**config.mk**
```make
export PLATFORM = sky130hd
export DESIGN_NAME = pc_fetch_flat
export DESIGN_NICKNAME = d
export VERILOG_FILES = /design/src/rtl/processador_pkg.sv /design/src/rtl/pc_fetch_if.sv /design/src/rtl/pc_fetch.sv /design/src/flat_wrapper.sv
export SDC_FILE = /design/constraint.sdc
export NUM_CORES = 1
export LEC_CHECK = 0
export ABC_AREA = 1
export BUFFER_PORTS_ARGS = -buffer_cell sky130_fd_sc_hd__buf_2
export CAP_MARGIN = 10
export CORE_ASPECT_RATIO = 1.75
export CORE_MARGIN = 2
export CORE_UTILIZATION = 40
export DETAILED_ROUTE_END_ITERATION = 12
export PLACE_DENSITY = 0.68
export SLEW_MARGIN = 25
export SYNTH_ARGS = -nofsm -noshare
export SYNTH_HDL_FRONTEND = slang
export SYNTH_SLANG_ARGS = --single-unit
```
**constraint.sdc**
```tcl
create_clock -name clk -period 3.1 [get_ports clk]
set_clock_uncertainty 0.05 [all_clocks]
set_input_delay 0.62 -clock clk [delete_from_list [all_inputs] [get_ports clk]]
set_output_delay 0.62 -clock clk [all_outputs]
set_load 0.005 [all_outputs]
```
**src/rtl/processador_pkg.sv**
```systemverilog
// Shared processor definitions: fetch-sequencer state encoding and address constants.
package processador_pkg;

    typedef enum logic [1:0] {
        INIT  = 2'd0,
        FETCH = 2'd1,
        HOLD  = 2'd2,
        ERRO  = 2'd3
    } fetch_state_t;

    localparam int unsigned INSTR_BYTES        = 4;
    localparam logic [31:0] DEFAULT_RESET_ADDR = 32'h0000_0000;

endpackage

```
**src/rtl/pc_fetch_if.sv**
```systemverilog
// Instruction-memory request/acknowledge bus between the fetch sequencer and memory.
interface pc_fetch_if;

    // mem_req is a level held from FETCH entry until the cycle mem_ack is sampled high;
    // mem_ack is a one-cycle pulse qualifying mem_rdata and is ignored while mem_req=0.
    logic        mem_req;
    logic [31:0] mem_addr;
    logic        mem_ack;
    logic [31:0] mem_rdata;

    modport master (
        output mem_req,
        output mem_addr,
        input  mem_ack,
        input  mem_rdata
    );

    modport slave (
        input  mem_req,
        input  mem_addr,
        output mem_ack,
        output mem_rdata
    );

endinterface

```
**src/rtl/pc_fetch.sv**
```systemverilog
// PC register and instruction-fetch sequencer (INIT/FETCH/HOLD/ERRO).
// Optional misaligned-target trap enabled by defining PC_FETCH_ALIGN_CHECK_EN.
module pc_fetch
    import processador_pkg::*;
#(
    parameter logic [31:0] RESET_ADDR = DEFAULT_RESET_ADDR
) (
    input  logic              clk,
    input  logic              rst_n,
    pc_fetch_if.master        mem,
    input  logic [31:0]       proxEnd,
    input  logic              avanca,
    output logic [31:0]       pc,
    output logic [31:0]       endAtual,
    output logic [31:0]       instr,
    output logic              instr_valid,
    output logic [31:0]       num_busca,
    output logic              erro_alin,
    output fetch_state_t      state
);

    fetch_state_t state_nxt;
    logic [31:0]  pc_nxt;
    logic [31:0]  instr_nxt;
    logic [31:0]  num_busca_nxt;

    always_ff @(posedge clk or negedge rst_n) begin
        if (!rst_n) begin
            state     <= INIT;
            pc        <= RESET_ADDR;
            instr     <= 32'h0;
            num_busca <= 32'h0;
        end else begin
            state     <= state_nxt;
            pc        <= pc_nxt;
            instr     <= instr_nxt;
            num_busca <= num_busca_nxt;
        end
    end

    always_comb begin
        state_nxt     = state;
        pc_nxt        = pc;
        instr_nxt     = instr;
        num_busca_nxt = num_busca;
        case (state)
            INIT: state_nxt = FETCH;
            FETCH: begin
                if (mem.mem_ack) begin
                    instr_nxt = mem.mem_rdata;
                    state_nxt = HOLD;
                end
            end
            HOLD: begin
                if (avanca) begin
`ifdef PC_FETCH_ALIGN_CHECK_EN
                    // A misaligned target keeps the last good PC and traps.
                    if (proxEnd[1:0] != 2'b00) begin
                        state_nxt = ERRO;
                    end else begin
                        pc_nxt        = proxEnd;
                        num_busca_nxt = num_busca + 32'd1;
                        state_nxt     = FETCH;
                    end
`else
                    pc_nxt        = proxEnd & ~32'(INSTR_BYTES - 1);
                    num_busca_nxt = num_busca + 32'd1;
                    state_nxt     = FETCH;
`endif
                end
            end
`ifdef PC_FETCH_ALIGN_CHECK_EN
            ERRO:    state_nxt = ERRO;
`else
            ERRO:    state_nxt = INIT;
`endif
            default: state_nxt = INIT;
        endcase
    end

    assign endAtual     = pc + 32'(INSTR_BYTES);
    assign mem.mem_req  = (state == FETCH);
    assign mem.mem_addr = pc;
    assign instr_valid  = (state == HOLD);
`ifdef PC_FETCH_ALIGN_CHECK_EN
    assign erro_alin    = (state == ERRO);
`else
    assign erro_alin    = 1'b0;
`endif

endmodule

```
**src/flat_wrapper.sv**
```systemverilog
// flat-port wrapper written by rule: the top's interface ports become plain ports
module pc_fetch_flat import processador_pkg::*;
#(
    parameter logic [31:0] RESET_ADDR = DEFAULT_RESET_ADDR
)
  (clk, rst_n, proxEnd, avanca, pc, endAtual, instr, instr_valid, num_busca, erro_alin, state, mem_mem_req, mem_mem_addr, mem_mem_ack, mem_mem_rdata);
  pc_fetch_if mem_i ();
  input  logic clk;
  input  logic rst_n;
  input  logic [31:0] proxEnd;
  input  logic avanca;
  output logic [31:0] pc;
  output logic [31:0] endAtual;
  output logic [31:0] instr;
  output logic instr_valid;
  output logic [31:0] num_busca;
  output logic erro_alin;
  output fetch_state_t state;
  output wire logic [$bits(mem_i.mem_req)-1:0] mem_mem_req;
  output wire logic [$bits(mem_i.mem_addr)-1:0] mem_mem_addr;
  input wire logic [$bits(mem_i.mem_ack)-1:0] mem_mem_ack;
  input wire logic [$bits(mem_i.mem_rdata)-1:0] mem_mem_rdata;
  assign mem_mem_req = mem_i.mem_req;
  assign mem_mem_addr = mem_i.mem_addr;
  assign mem_i.mem_ack = mem_mem_ack;
  assign mem_i.mem_rdata = mem_mem_rdata;
  pc_fetch #(.RESET_ADDR(RESET_ADDR)) u_core (.clk(clk), .rst_n(rst_n), .mem(mem_i), .proxEnd(proxEnd), .avanca(avanca), .pc(pc), .endAtual(endAtual), .instr(instr), .instr_valid(instr_valid), .num_busca(num_busca), .erro_alin(erro_alin), .state(state));
endmodule
```
==> run summary <==
First-pass iteration count of the detailed router: 4
Final net count: 841
Number of global-route vias before repair: 4,337
Final critical-path share of the clock period: 0.9213
Maximum fanout encountered on the critical timing path: 5
CTS H-Tree Depth: 3
Capture point of the worst reg-to-reg path: u_core.num_busca[22]$_DFFE_PN0P_
Root Buffer Master: clkbuf_16
Data required time of the worst path: 2.43 ns
FP Rows: 55
Area of the core: 12,800 µm²
#FFs+latches synth: 96
Area of the die: 13,890 µm²
Clk Latency, worst-skew pair: 0.33 ns
Count of pins on the block boundary: 233
Synth-to-Final Area Change: 26.54%
Worst hold-check path type: in2async
Top cell type by total area after synthesis: dfrtp_1
Pwr dens: 849.6 nW/µm²
Total half-perimeter wirelength after legalization and detailed placement: 10,710 µm
Drt wl/cell: 14.58 µm
Async SR Flop Fraction: 1.000
Worst EP arrival: 2.19 ns
Total power: 5560 µW
Flop2flop setup slack: 1.31 ns
Antenna-violating nets left: 0
Result of the run: complete, no violations
Area of all placed cells without fillers: 6544 µm²
Setup Viol. Count Final: 0
Count of flip-flops with a built-in enable after synthesis: 0
Post-synthesis instance area: 5171 µm²
Top cells by area, synth: dfrtp_1 46%, mux2_2 10%, nand2_1 9.4%
Worst path slowest cell: dfrtp_1
Final Hold Viols: 0
IO buf count: 223
Post-cts resize count: 0
TNS Setup: 0 ns
Post-placement cell area: 6220 µm²
Number of antenna violations at the first check in global routing: 0
Cell Count, Final, Fillers Out: 945
Unrepaired setup endpoints after global routing: no
Pin slew with the least headroom to its limit: 0.7383 ns
Number of antenna cells inserted: 0
Number of warning messages in the yosys log: 0
Number of cell instances on the worst register-to-register path: 7
Most common library cells after synthesis: 130 x nand2_1, 96 x dfrtp_1, 65 x nor2_1
Syn_area_per_cell: 9.009 µm²
Number of vias in the routed layout: 4,453
Flip-flop cell with the highest count after synthesis: dfrtp_1
Hold bufs inserted after CTS: 0
Y dimension of the die: 154.4 µm
Initial Utilization: 0.4040
Static power due to leakage: 0.003423 µW
Crit Path Class: reg2out
Final Wtd Congestion: 0.9137
Post-synthesis cell count: 574
Endpoint class of the critical path: primary output
Fraction of final layout cells with drive strength greater than 1: 0.3979
Part of the Yosys area used for sequential elements: 0.4646
Slowest cell delay on critical path: 0.44 ns
Detail-routed via count per cell: 4.712
Critical path's most frequent cell: nand2_1
Sum of routed wire length over all layers: 13,780 µm
Setup bufs post-CTS: 0
Post-synth cell types: 31
Maximum Capacitance Violations: 0
Share of Yosys cell area claimed by the top area cell type: 0.4646
Maximum count of clock buffers along a single path: 2
Clock tree from TritonCTS: built
Worst slew margin: 0.5061
First DRT Iteration DRCs: 165
Overall global routing resource usage: 0.2027
DP Cell Count: 931
Global-route congestion overflow total: 0
Final max-slew violation count: 0
First-pass GRT wire length: 22,310 µm
Maximum number of pins on one net before global-route repair: 58
Startpoint of the most critical register-to-register path: u_core.state[0]$_DFFE_PN0P_
Die width: 89.95 µm
CTS clock-pin slew for the worst setup and hold paths: 0.07 ns
Maximum clock rate: 350.1 MHz
Num Clock Sinks: 96
DRC viols: 0
Number of clock buffers inserted by TritonCTS: 9
Cell-by-cell trace of the critical path: ha_1, nand3_1, nor3_4, nand3_1, inv_1, nand2_1, nand2_1, nand2_1, buf_2
Kind of start point of the critical path: flop
Shortest clock period the worst path allows after layout: 2.856 ns
Worst IR Drop VDD: 0.4738 mV
Top-count cell post-synth: nand2_1
[stage by stage]
stage,util,hold WS [ns],worst slack [ns]
finish,0.5112,0.2358,0.2441
global route,0.5112,0.2602,0.06722
CTS,0.5112,0.2343,0.2236
detailed placement,0.4859,0.4354,0.6016
global placement,0.4859,0.4256,0.6298
floorplan,-,0.2744,0.9912
[worst max-delay path by stage]
stage	start	to	slack (ns)	cells past startpoint
final	u_core.mem.mem_addr[2]$_DFFE_PN0P_	endAtual[22]	0.24	9
after floorplan	u_core.mem.mem_addr[2]$_DFFE_PN0P_	endAtual[16]	0.99	6
after detailed placement	u_core.mem.mem_addr[2]$_DFFE_PN0P_	endAtual[22]	0.60	9
after global placement	u_core.mem.mem_addr[2]$_DFFE_PN0P_	endAtual[22]	0.63	9
after CTS	u_core.mem.mem_addr[2]$_DFFE_PN0P_	endAtual[22]	0.22	9
after global routing	u_core.mem.mem_addr[2]$_DFFE_PN0P_	endAtual[22]	0.07	9
[final cells by class]
cell class	count	area (µm²)
fill	1257	6256
sequential	96	2402
multi-input combinational	387	2262
timing repair buffer	225	1146
clock buffer	10	229.0
tap	171	214.0
inverter	52	195.2
clock inverter	4	95.09
[state kept, by name (all words and copies together), names as in the netlist]
register,cells
u_core.instr,32
u_core.mem.mem_addr,30
u_core.num_busca,32
u_core.state,2
[layout by cell type (no fill, tap or decap), types with 8 or more instances in the layout]
cell type / count
dfrtp_1: 96
nor3_1: 14
a21oi_1: 15
nand4_1: 8
inv_1: 51
buf_2: 222
mux2_2: 48
nand2_1: 130
nor2_1: 65
clkbuf_16: 9
xor2_1: 22
nand3b_1: 11
xnor2_1: 14
nand3_1: 27
[critical path: cells and delay by family, from the launching register on]
| family | cells | cell delay [ns] |
|---|---|---|
| flops | 1 | 0.44 |
| fa+ha+maj | 1 | 0.29 |
| buf+inv | 2 | 0.23 |
| simple gates | 6 | 0.87 |
[power by group]
group          internal (µW)  leakage [µW]  total, µW  switching (µW)
Sequential              1690       0.00117       2120             435
Clock                    779      0.000158       1250             468
Combinational           1120       0.00209       2190            1070
Total                   3590       0.00342       5560            1970
[logic make-up (layout without fill, tap and decap cells)]
logic type,after synthesis,count (layout),share of synthesized area
AND/OR/NAND/NOR,276,276,0.2437
adder cells (fa/ha/maj),2,2,0.004838
multiplexers,48,48,0.1045
XOR/XNOR,36,36,0.06097
buffers and inverters,97,291,0.1023
AO/OA/AOI/OAI,18,18,0.01839
flip-flops,96,96,0.4646
other,1,7,0.0007252
[per-layer routing]
metal	track usage	up-vias	wire, µm
met2	0.3853	164	7622
li1	-	2173	-
met5	0	-	0
met4	0.07619	0	275
met3	0.04530	16	771
met1	0.2171	2100	5110
Power figures use the tool's default switching activity.
